<file path="config.mk">
export PLATFORM = sky130hd
export DESIGN_NAME = alu_ex_stage
export DESIGN_NICKNAME = d
export VERILOG_FILES = /design/src/rtl/alu_pkg.sv /design/src/rtl/alu_ex_stage_shift.sv /design/src/rtl/alu_ex_stage.sv
export SDC_FILE = /design/constraint.sdc
export NUM_CORES = 1
export LEC_CHECK = 0
export CORE_AREA = 2 2 164 166
export DETAILED_ROUTE_END_ITERATION = 7
export DIE_AREA = 0 0 166 168
export GPL_TIMING_DRIVEN = 0
export HOLD_SLACK_MARGIN = 0.03
export PLACE_DENSITY = 0.74
export SETUP_SLACK_MARGIN = 0.15
export SYNTH_ARGS = -nofsm -noshare
export SYNTH_HDL_FRONTEND = slang
export SYNTH_SLANG_ARGS = --single-unit
</file>
<file path="constraint.sdc">
create_clock -name clk -period 7.88 [get_ports clk]
set_clock_uncertainty 0.2 [all_clocks]
set_input_delay 1.97 -clock clk [delete_from_list [all_inputs] [get_ports clk]]
set_output_delay 1.97 -clock clk [all_outputs]
set_load 0.01 [all_outputs]
</file>
<file path="src/rtl/alu_pkg.sv">
// Shared constants for the RV32I ALU execute stage: datapath width and funct3 encodings.
package alu_pkg;

    localparam int XLEN = 32;

    localparam logic [2:0] F3_ADD  = 3'b000;
    localparam logic [2:0] F3_SLL  = 3'b001;
    localparam logic [2:0] F3_SLT  = 3'b010;
    localparam logic [2:0] F3_SLTU = 3'b011;
    localparam logic [2:0] F3_XOR  = 3'b100;
    localparam logic [2:0] F3_SR   = 3'b101;
    localparam logic [2:0] F3_OR   = 3'b110;
    localparam logic [2:0] F3_AND  = 3'b111;

endpackage

</file>
<file path="src/rtl/alu_ex_stage_shift.sv">
// Barrel shifter for the execute stage: left logical, right logical or right arithmetic.
module alu_ex_stage_shift
    import alu_pkg::*;
(
    input  logic [XLEN-1:0] data,
    input  logic [4:0]      amount,
    input  logic            right,
    input  logic            arth,
    output logic [XLEN-1:0] result
);

    always_comb begin
        result = data << amount;
        if (right) begin
            if (arth) begin
                result = $unsigned($signed(data) >>> amount);
            end else begin
                result = data >> amount;
            end
        end
    end

endmodule

</file>
<file path="src/rtl/alu_ex_stage.sv">
// RV32I execute stage: decodes funct3/funct7[5] into an ALU op and holds the result
// in a single-entry EX/MEM register with valid/ready handshakes, flush and an op counter.
module alu_ex_stage
    import alu_pkg::*;
#(
    parameter int CNT_W = 32
) (
    input  logic             clk,
    input  logic             rst,
    input  logic             in_valid,
    output logic             in_ready,
    input  logic [XLEN-1:0]  op_a,
    input  logic [XLEN-1:0]  op_b,
    input  logic [2:0]       funct3,
    input  logic             funct7_5,
    input  logic             is_imm,
    input  logic [4:0]       rd_in,
    input  logic             wen_in,
    input  logic             flush,
    output logic             out_valid,
    input  logic             out_ready,
    output logic [XLEN-1:0]  result,
    output logic [4:0]       rd_out,
    output logic             wen_out,
    output logic [CNT_W-1:0] op_count
);

    logic [XLEN-1:0] shift_res;
    logic [XLEN-1:0] alu_res;
    logic            accept;
    logic            drain;

    alu_ex_stage_shift u_shift (
        .data   (op_a),
        .amount (op_b[4:0]),
        .right  (funct3 == F3_SR),
        .arth   (funct7_5),
        .result (shift_res)
    );

    // The immediate form has no SUB encoding; bit 30 there is part of the immediate.
    always_comb begin
        alu_res = '0;
        case (funct3)
            F3_ADD:  alu_res = (funct7_5 && !is_imm) ? (op_a - op_b) : (op_a + op_b);
            F3_SLL:  alu_res = shift_res;
            F3_SLT:  alu_res = {{(XLEN-1){1'b0}}, ($signed(op_a) < $signed(op_b))};
            F3_SLTU: alu_res = {{(XLEN-1){1'b0}}, (op_a < op_b)};
            F3_XOR:  alu_res = op_a ^ op_b;
            F3_SR:   alu_res = shift_res;
            F3_OR:   alu_res = op_a | op_b;
            F3_AND:  alu_res = op_a & op_b;
            default: alu_res = '0;
        endcase
    end

    assign in_ready = ~out_valid | out_ready;
    assign accept   = in_valid & in_ready & ~flush;
    assign drain    = out_valid & out_ready;

    always_ff @(posedge clk or posedge rst) begin
        if (rst) begin
            out_valid <= 1'b0;
            result    <= '0;
            rd_out    <= '0;
            wen_out   <= 1'b0;
            op_count  <= '0;
        end else if (flush) begin
            out_valid <= 1'b0;
            wen_out   <= 1'b0;
        end else if (accept) begin
            // Covers simultaneous drain: the new op overwrites the one leaving this cycle.
            out_valid <= 1'b1;
            result    <= alu_res;
            rd_out    <= rd_in;
            wen_out   <= wen_in;
            op_count  <= op_count + CNT_W'(1);
        end else if (drain) begin
            out_valid <= 1'b0;
            wen_out   <= 1'b0;
        end
    end

endmodule

</file>
# [Word-level counts from Yosys, hierarchy flattened]
# Index checks and enable logic that the tools add are counted.
[word_totals] input_bits=80 latch_bits=0 regBits=71 n_memories=0 ramBits=0 rom_bits=0
[op_classes] n_div=0 mul=0 n_addsub=3 n_mux=9 n_shift=3 bitwise_logic=9 reduce_logical=6 magnitude_cmp=2 n_eq_ne=7
[op_table] operator="$pmux W32 S7" count=1
[op_table] operator="$mux W32" count=3
[op_table] operator="$lt A32 B32 Y1" count=2
[op_table] operator="$add A32 B1 Y32 const B" count=1
[op_table] operator="$add A32 B32 Y32" count=1
[op_table] operator="$and A32 B32 Y32" count=1
[op_table] operator="$or A32 B32 Y32" count=1
[op_table] operator="$shl A32 B5 Y32" count=1
[op_table] operator="$shr A32 B5 Y32" count=1
[op_table] operator="$sshr A32 B5 Y32" count=1
[op_table] operator="$sub A32 B32 Y32" count=1
[op_table] operator="$xor A32 B32 Y32" count=1
[op_table] operator="$eq A3 B3 Y1 const B" count=4
[op_table] operator="$eq A3 B2 Y1 const B" count=2
[op_table] operator="$mux W1" count=5
[op_table] operator="$and A1 B1 Y1" count=3
[op_table] operator="$eq A3 B1 Y1 const B" count=1
[op_table] operator="$logic_not A3 Y1" count=1
[op_table] operator="$reduce_bool A3 Y1" count=1
[op_table] operator="$not A1 Y1" count=2
[op_table] operator="$reduce_and A2 Y1" count=1
[op_table] operator="$reduce_or A2 Y1" count=1
[op_table] operator="$logic_and A1 B1 Y1" count=1
[op_table] operator="$logic_not A1 Y1" count=1
[op_table] operator="$or A1 B1 Y1" count=1

# [Depth between registers and ports, before layout]
[depth] depth_word=6 mapped_depth=14

# [Modules after synthesis]
# From an unflattened synthesis, not the netlist that was laid out.
[hier_totals] hier_cells=1490 hier_area_um2=11632.4
[by_module_without_submodules] module="alu_ex_stage" area_per_inst_um2=7708.6 cells_per_inst=1000 n_inst=1
[by_module_without_submodules] module="alu_ex_stage_shift" area_per_inst_um2=3923.8 cells_per_inst=490 n_inst=1

# [Least setup slack after synthesis]
# OpenSTA, ideal clock, no wires.
[synth_path] kind="input-to-reg" startpoint="input port op_b[2]" endpoint="register result[28]" arrival_ns=5.187 required_time_ns=7.569 setup_ns=0.111 path_buffers=3 path_stages=14 setup_slack_ns=2.382 cell_sequence="buf_2 > inv_2 > buf_1 > buf_1 > ha_1 > nand2b_1 > a21oi_1 > a41oi_1 > o21ai_1 > a31o_1 > a41o_1 > a2111o_1 > o2111a_1 > a2111oi_2"
[synth_between] elab_chain_cells=4
[synth_rtl] item="from (decl)" line="alu_ex_stage.sv:13" rtl="input logic [XLEN-1:0] op_b,"
[synth_rtl] item="branches (longest 3 deep; another with $add A32 B32 Y32)"
[synth_rtl] item="$pmux W32 S7 *" line="alu_ex_stage.sv:44" rtl="case (funct3)"
[synth_rtl] item="to (signal assigned)" line="alu_ex_stage.sv:74" rtl="result <= alu_res;"
[synth_rtl] item="to (decl)" line="alu_ex_stage.sv:22" rtl="output logic [XLEN-1:0] result,"
# Mark *: on every way between the ends.
# A chain may end at the register's enable or synchronous reset.

# [Worst setup path in the final report]
[layout_path] startpoint="input port op_b[2]" endpoint="register result[27]"
# Same word-level chain as after synthesis.

==> impl_metrics.env <==
export IMPL_synth_xor_area_share_pct=4.15
export IMPL_synth_seq_cells=71
export IMPL_tritoncts="built"
export IMPL_peakVddDrop_uv=161
export IMPL_crit_start="op_b[2]"
export IMPL_core_sq_mm=0.0264
export IMPL_io_pins=152
export IMPL_r2r_start="out_valid"
export IMPL_synth_top_family_by_area="compound AO/OA/AOI/OAI gates"
export IMPL_avgSynthCellArea_sq_um=7.48
export IMPL_drt_iter0_drc=2149
export IMPL_track_usage_pct=42.0
export IMPL_yosys_area_share_simple_pct=18.3
export IMPL_grt_pass1_wl_mm=88.1
export IMPL_synthAdderAreaFrac_pct=10.9
export IMPL_async_reset_ff_share_pct=100
export IMPL_period_minus_slack_ns=7.49
export IMPL_ctsHtreeMaxLevel=3
export IMPL_syn_nets=1733
export IMPL_dr_pass1_iters=8
export IMPL_start_util_pct=44.1
export IMPL_port_buffers=150
export IMPL_final_seq_area_sq_mm=0.00178
export IMPL_cp_required_ns=7.97
export IMPL_multi_input_area_sq_mm=0.00897
export IMPL_drc_errors=0
export IMPL_grt_pass1_vias=13317
export IMPL_cts_setup_buffers=0
export IMPL_total_leakage_power_nw=5.79
export IMPL_ant_nets=0
export IMPL_crit_arrival_ns=7.57
export IMPL_cp_slowest_cell="buf_1"
export IMPL_rsz0062_at_grt="false"
export IMPL_tightestPinTransition_ns=1.13
export IMPL_tns_ns=0
export IMPL_hold_ws_ns=0.267
export IMPL_cp_start_kind="input pin"
export IMPL_power_density_mw_per_mm2=140
export IMPL_cts_buffers=9
export IMPL_grt_max_degree=56
export IMPL_die_w_um=166
export IMPL_r2r_slack_ns=4.54
export IMPL_crit_path_max_fanout=11
export IMPL_holdCritPathClass="reg -> reg"
export IMPL_status="completed"
export IMPL_core_rowCount=60
export IMPL_syn_to_final_growth_pct=19.7
export IMPL_synth_edff_count=0
export IMPL_final_util_pct=52.8
export IMPL_finalHoldViolations=0
export IMPL_cts_repair_resized=0
export IMPL_cap_violations=0
export IMPL_muxShareOfSynthArea_pct=15.1
export IMPL_seq_area_frac_synth_pct=15.3
export IMPL_final_setup_viol_count=0
export IMPL_die_area_sq_mm=0.0279
export IMPL_worstHoldStart="op_count[31]"
export IMPL_postSynthCellCount=1553
export IMPL_clkLatencyLatePin_ns=0.35
export IMPL_grt_ovfl_total=0
export IMPL_ctsRootBufferMaster="clkbuf_16"
export IMPL_nFillCells=2586
export IMPL_synth_top_flop_cell="dfrtp_1"
export IMPL_wl_per_cell_um=29.3
export IMPL_final_nets=1895
export IMPL_antenna_found_initial=1
export IMPL_cp_cell_sequence="clkdlybuf4s50_1, buf_2, inv_2, buf_1, buf_1, ha_1, inv_1, a21oi_1, o31ai_1, a21oi_1, o31ai_1, a31oi_1, o31ai_1, mux2i_1, o2bb2ai_1"
export IMPL_cts_hold_buf=0
export IMPL_synth_compound_area_share_pct=28.7
export IMPL_gp_congestion=1.05
export IMPL_cts_sinks=71
export IMPL_worst_setup_path_type="in -> reg"
export IMPL_die_y_um=168
export IMPL_clk_path_buf_depth=2
export IMPL_drive_gt1_share_pct=7.09
export IMPL_slew_headroom_pct=25.0
export IMPL_routed_via_density=6.74
export IMPL_yosysWarnings=0
export IMPL_wl_mm=60.4
export IMPL_cp_slowest_stage_delay_ns=0.78
export IMPL_syn_area_sq_mm=0.0116
export IMPL_ys_types=80
export IMPL_slew_violations=0
export IMPL_num_vias=13892
export IMPL_cp_common_cell="o31ai_1"
export IMPL_max_freq_mhz=134
export IMPL_clk_pin_slew_ns=0.08
export IMPL_end_kind="flip-flop"
export IMPL_period_share_pct=95.0
export IMPL_hpwlAfterDp_mm=48.0
## path summary, 6_finish.rpt
path,endpoint,depth (start not counted)
hold reg to reg,op_count[31],1
min in group asynchronous,rd_out[3],2
setup / recovery,result[27],15
max in group asynchronous,result[19],3
hold / removal,op_count[31],1
setup reg to reg,op_count[29],11
## synth_stat cells (all sizes together) (10+ instances only)
library cell,n,share of area [%]
nand2,175,5.7
nor2,155,5.0
a21oi,130,5.6
inv,104,3.4
o21ai,101,4.3
ha,98,11
mux2i,73,6.3
dfrtp,71,15
clkbuf,68,2.2
xnor2,47,3.5
buf,45,1.9
a211oi,38,2.5
mux4,36,7.0
nor3,28,1.2
o211ai,27,1.7
nand3,25,1.1
a31oi,22,1.2
mux2,19,1.8
nand4,18,0.97
a221oi,16,1.3
a21o,15,0.97
o21bai,15,0.97
nor4,14,0.75
o2111ai,13,0.98
o21a,12,0.78
o221ai,12,0.90
a22oi,11,0.71
nand2b,11,0.59
nor2b,10,0.54
## critical path, delay by kind of cell
family | cells | cell delay [ns]
buf+inv | 6 | 2.57
compound gates | 7 | 2.25
fa+ha+maj | 1 | 0.44
mux | 1 | 0.33
## power breakdown
part           internal, W  switching, W  leakage (nW)
Combinational     0.000392      0.000624          4.74
Clock             0.000282      0.000187         0.162
Sequential        0.000414     0.0000508         0.891
Total              0.00109      0.000862          5.79
## metrics by stage
| stage | setup WS, ns | total power (W) | cell area [sq um] | cells |
|---|---|---|---|---|
| 4_1_cts | 0.777 | 0.00191 | 13900 | 2061 |
| 3_3_place_gp | 0.396 | 0.00144 | 13500 | 2044 |
| 6_report | 0.394 | 0.00195 | 13900 | 2062 |
| 2_1_floorplan | 2.38 | 0.00101 | 11600 | 1553 |
| 5_1_grt | 0.411 | 0.00202 | 13900 | 2061 |
| 3_5_place_dp | 0.421 | 0.00144 | 13600 | 2045 |
## kinds of logic after synthesis
group                      count (synthesis)
AOI/OAI and AO/OA                        501
and+or+nand+nor                          479
buffers and inverters                    219
muxes                                    128
adders and majority gates                100
DFF                                       71
xor gates and xnor gates                  55
## sequential cells by signal, indices dropped and copies added (netlist names)
register / flops
rd_out: 5
result: 32
wen_out: 1
op_count: 32
out_valid: 1
## layout by cell type, fill, tap and decap left out, types with 6 or more instances in the layout
cell and instances:
nand2_1 175, nor2_1 155, clkdlybuf4s50_1 150, a21oi_1 130, inv_1 102, o21ai_0 99, ha_1 98, mux2i_1 73
dfrtp_1 71, clkbuf_1 66, xnor2_1 47, a211oi_1 38, mux4_2 36, nor3_1 27, o211ai_1 27, nand3_1 25
buf_2 22, a31oi_1 22, mux2_2 19, buf_1 18, nand4_1 18, o21bai_1 15, a221oi_1 15, a21o_1 15
nor4_1 14, o2111ai_1 13, o221ai_1 12, o21a_1 12, nand2b_1 11, a22oi_1 11, nor2b_1 10, and2_1 9
or2_2 9, and3_1 9, o31ai_1 9, clkbuf_16 9, xor2_1 8, o22ai_1 7, o22a_1 6, a2111oi_0 6
## layout make-up
cell class,instances,share of cell area (%)
well taps,341,3.07
flip-flops and latches,71,12.8
inverters,106,2.88
clock buffers,9,1.62
multi-input cells,1263,64.5
diodes,1,0.0180
clock inverters,7,0.738
plain buffers,113,3.45
repair buffers,151,11.0
## layer usage
layer	part of all wire (%)	vias up	global-route usage, %
met2	43	1135	65.1
met3	13	223	10.7
met1	39	6511	53.9
li1	-	6023	-
met4	6.3	0	22.3
met5	0	-	0
Note: power is estimated with default switching activity, not from simulation.
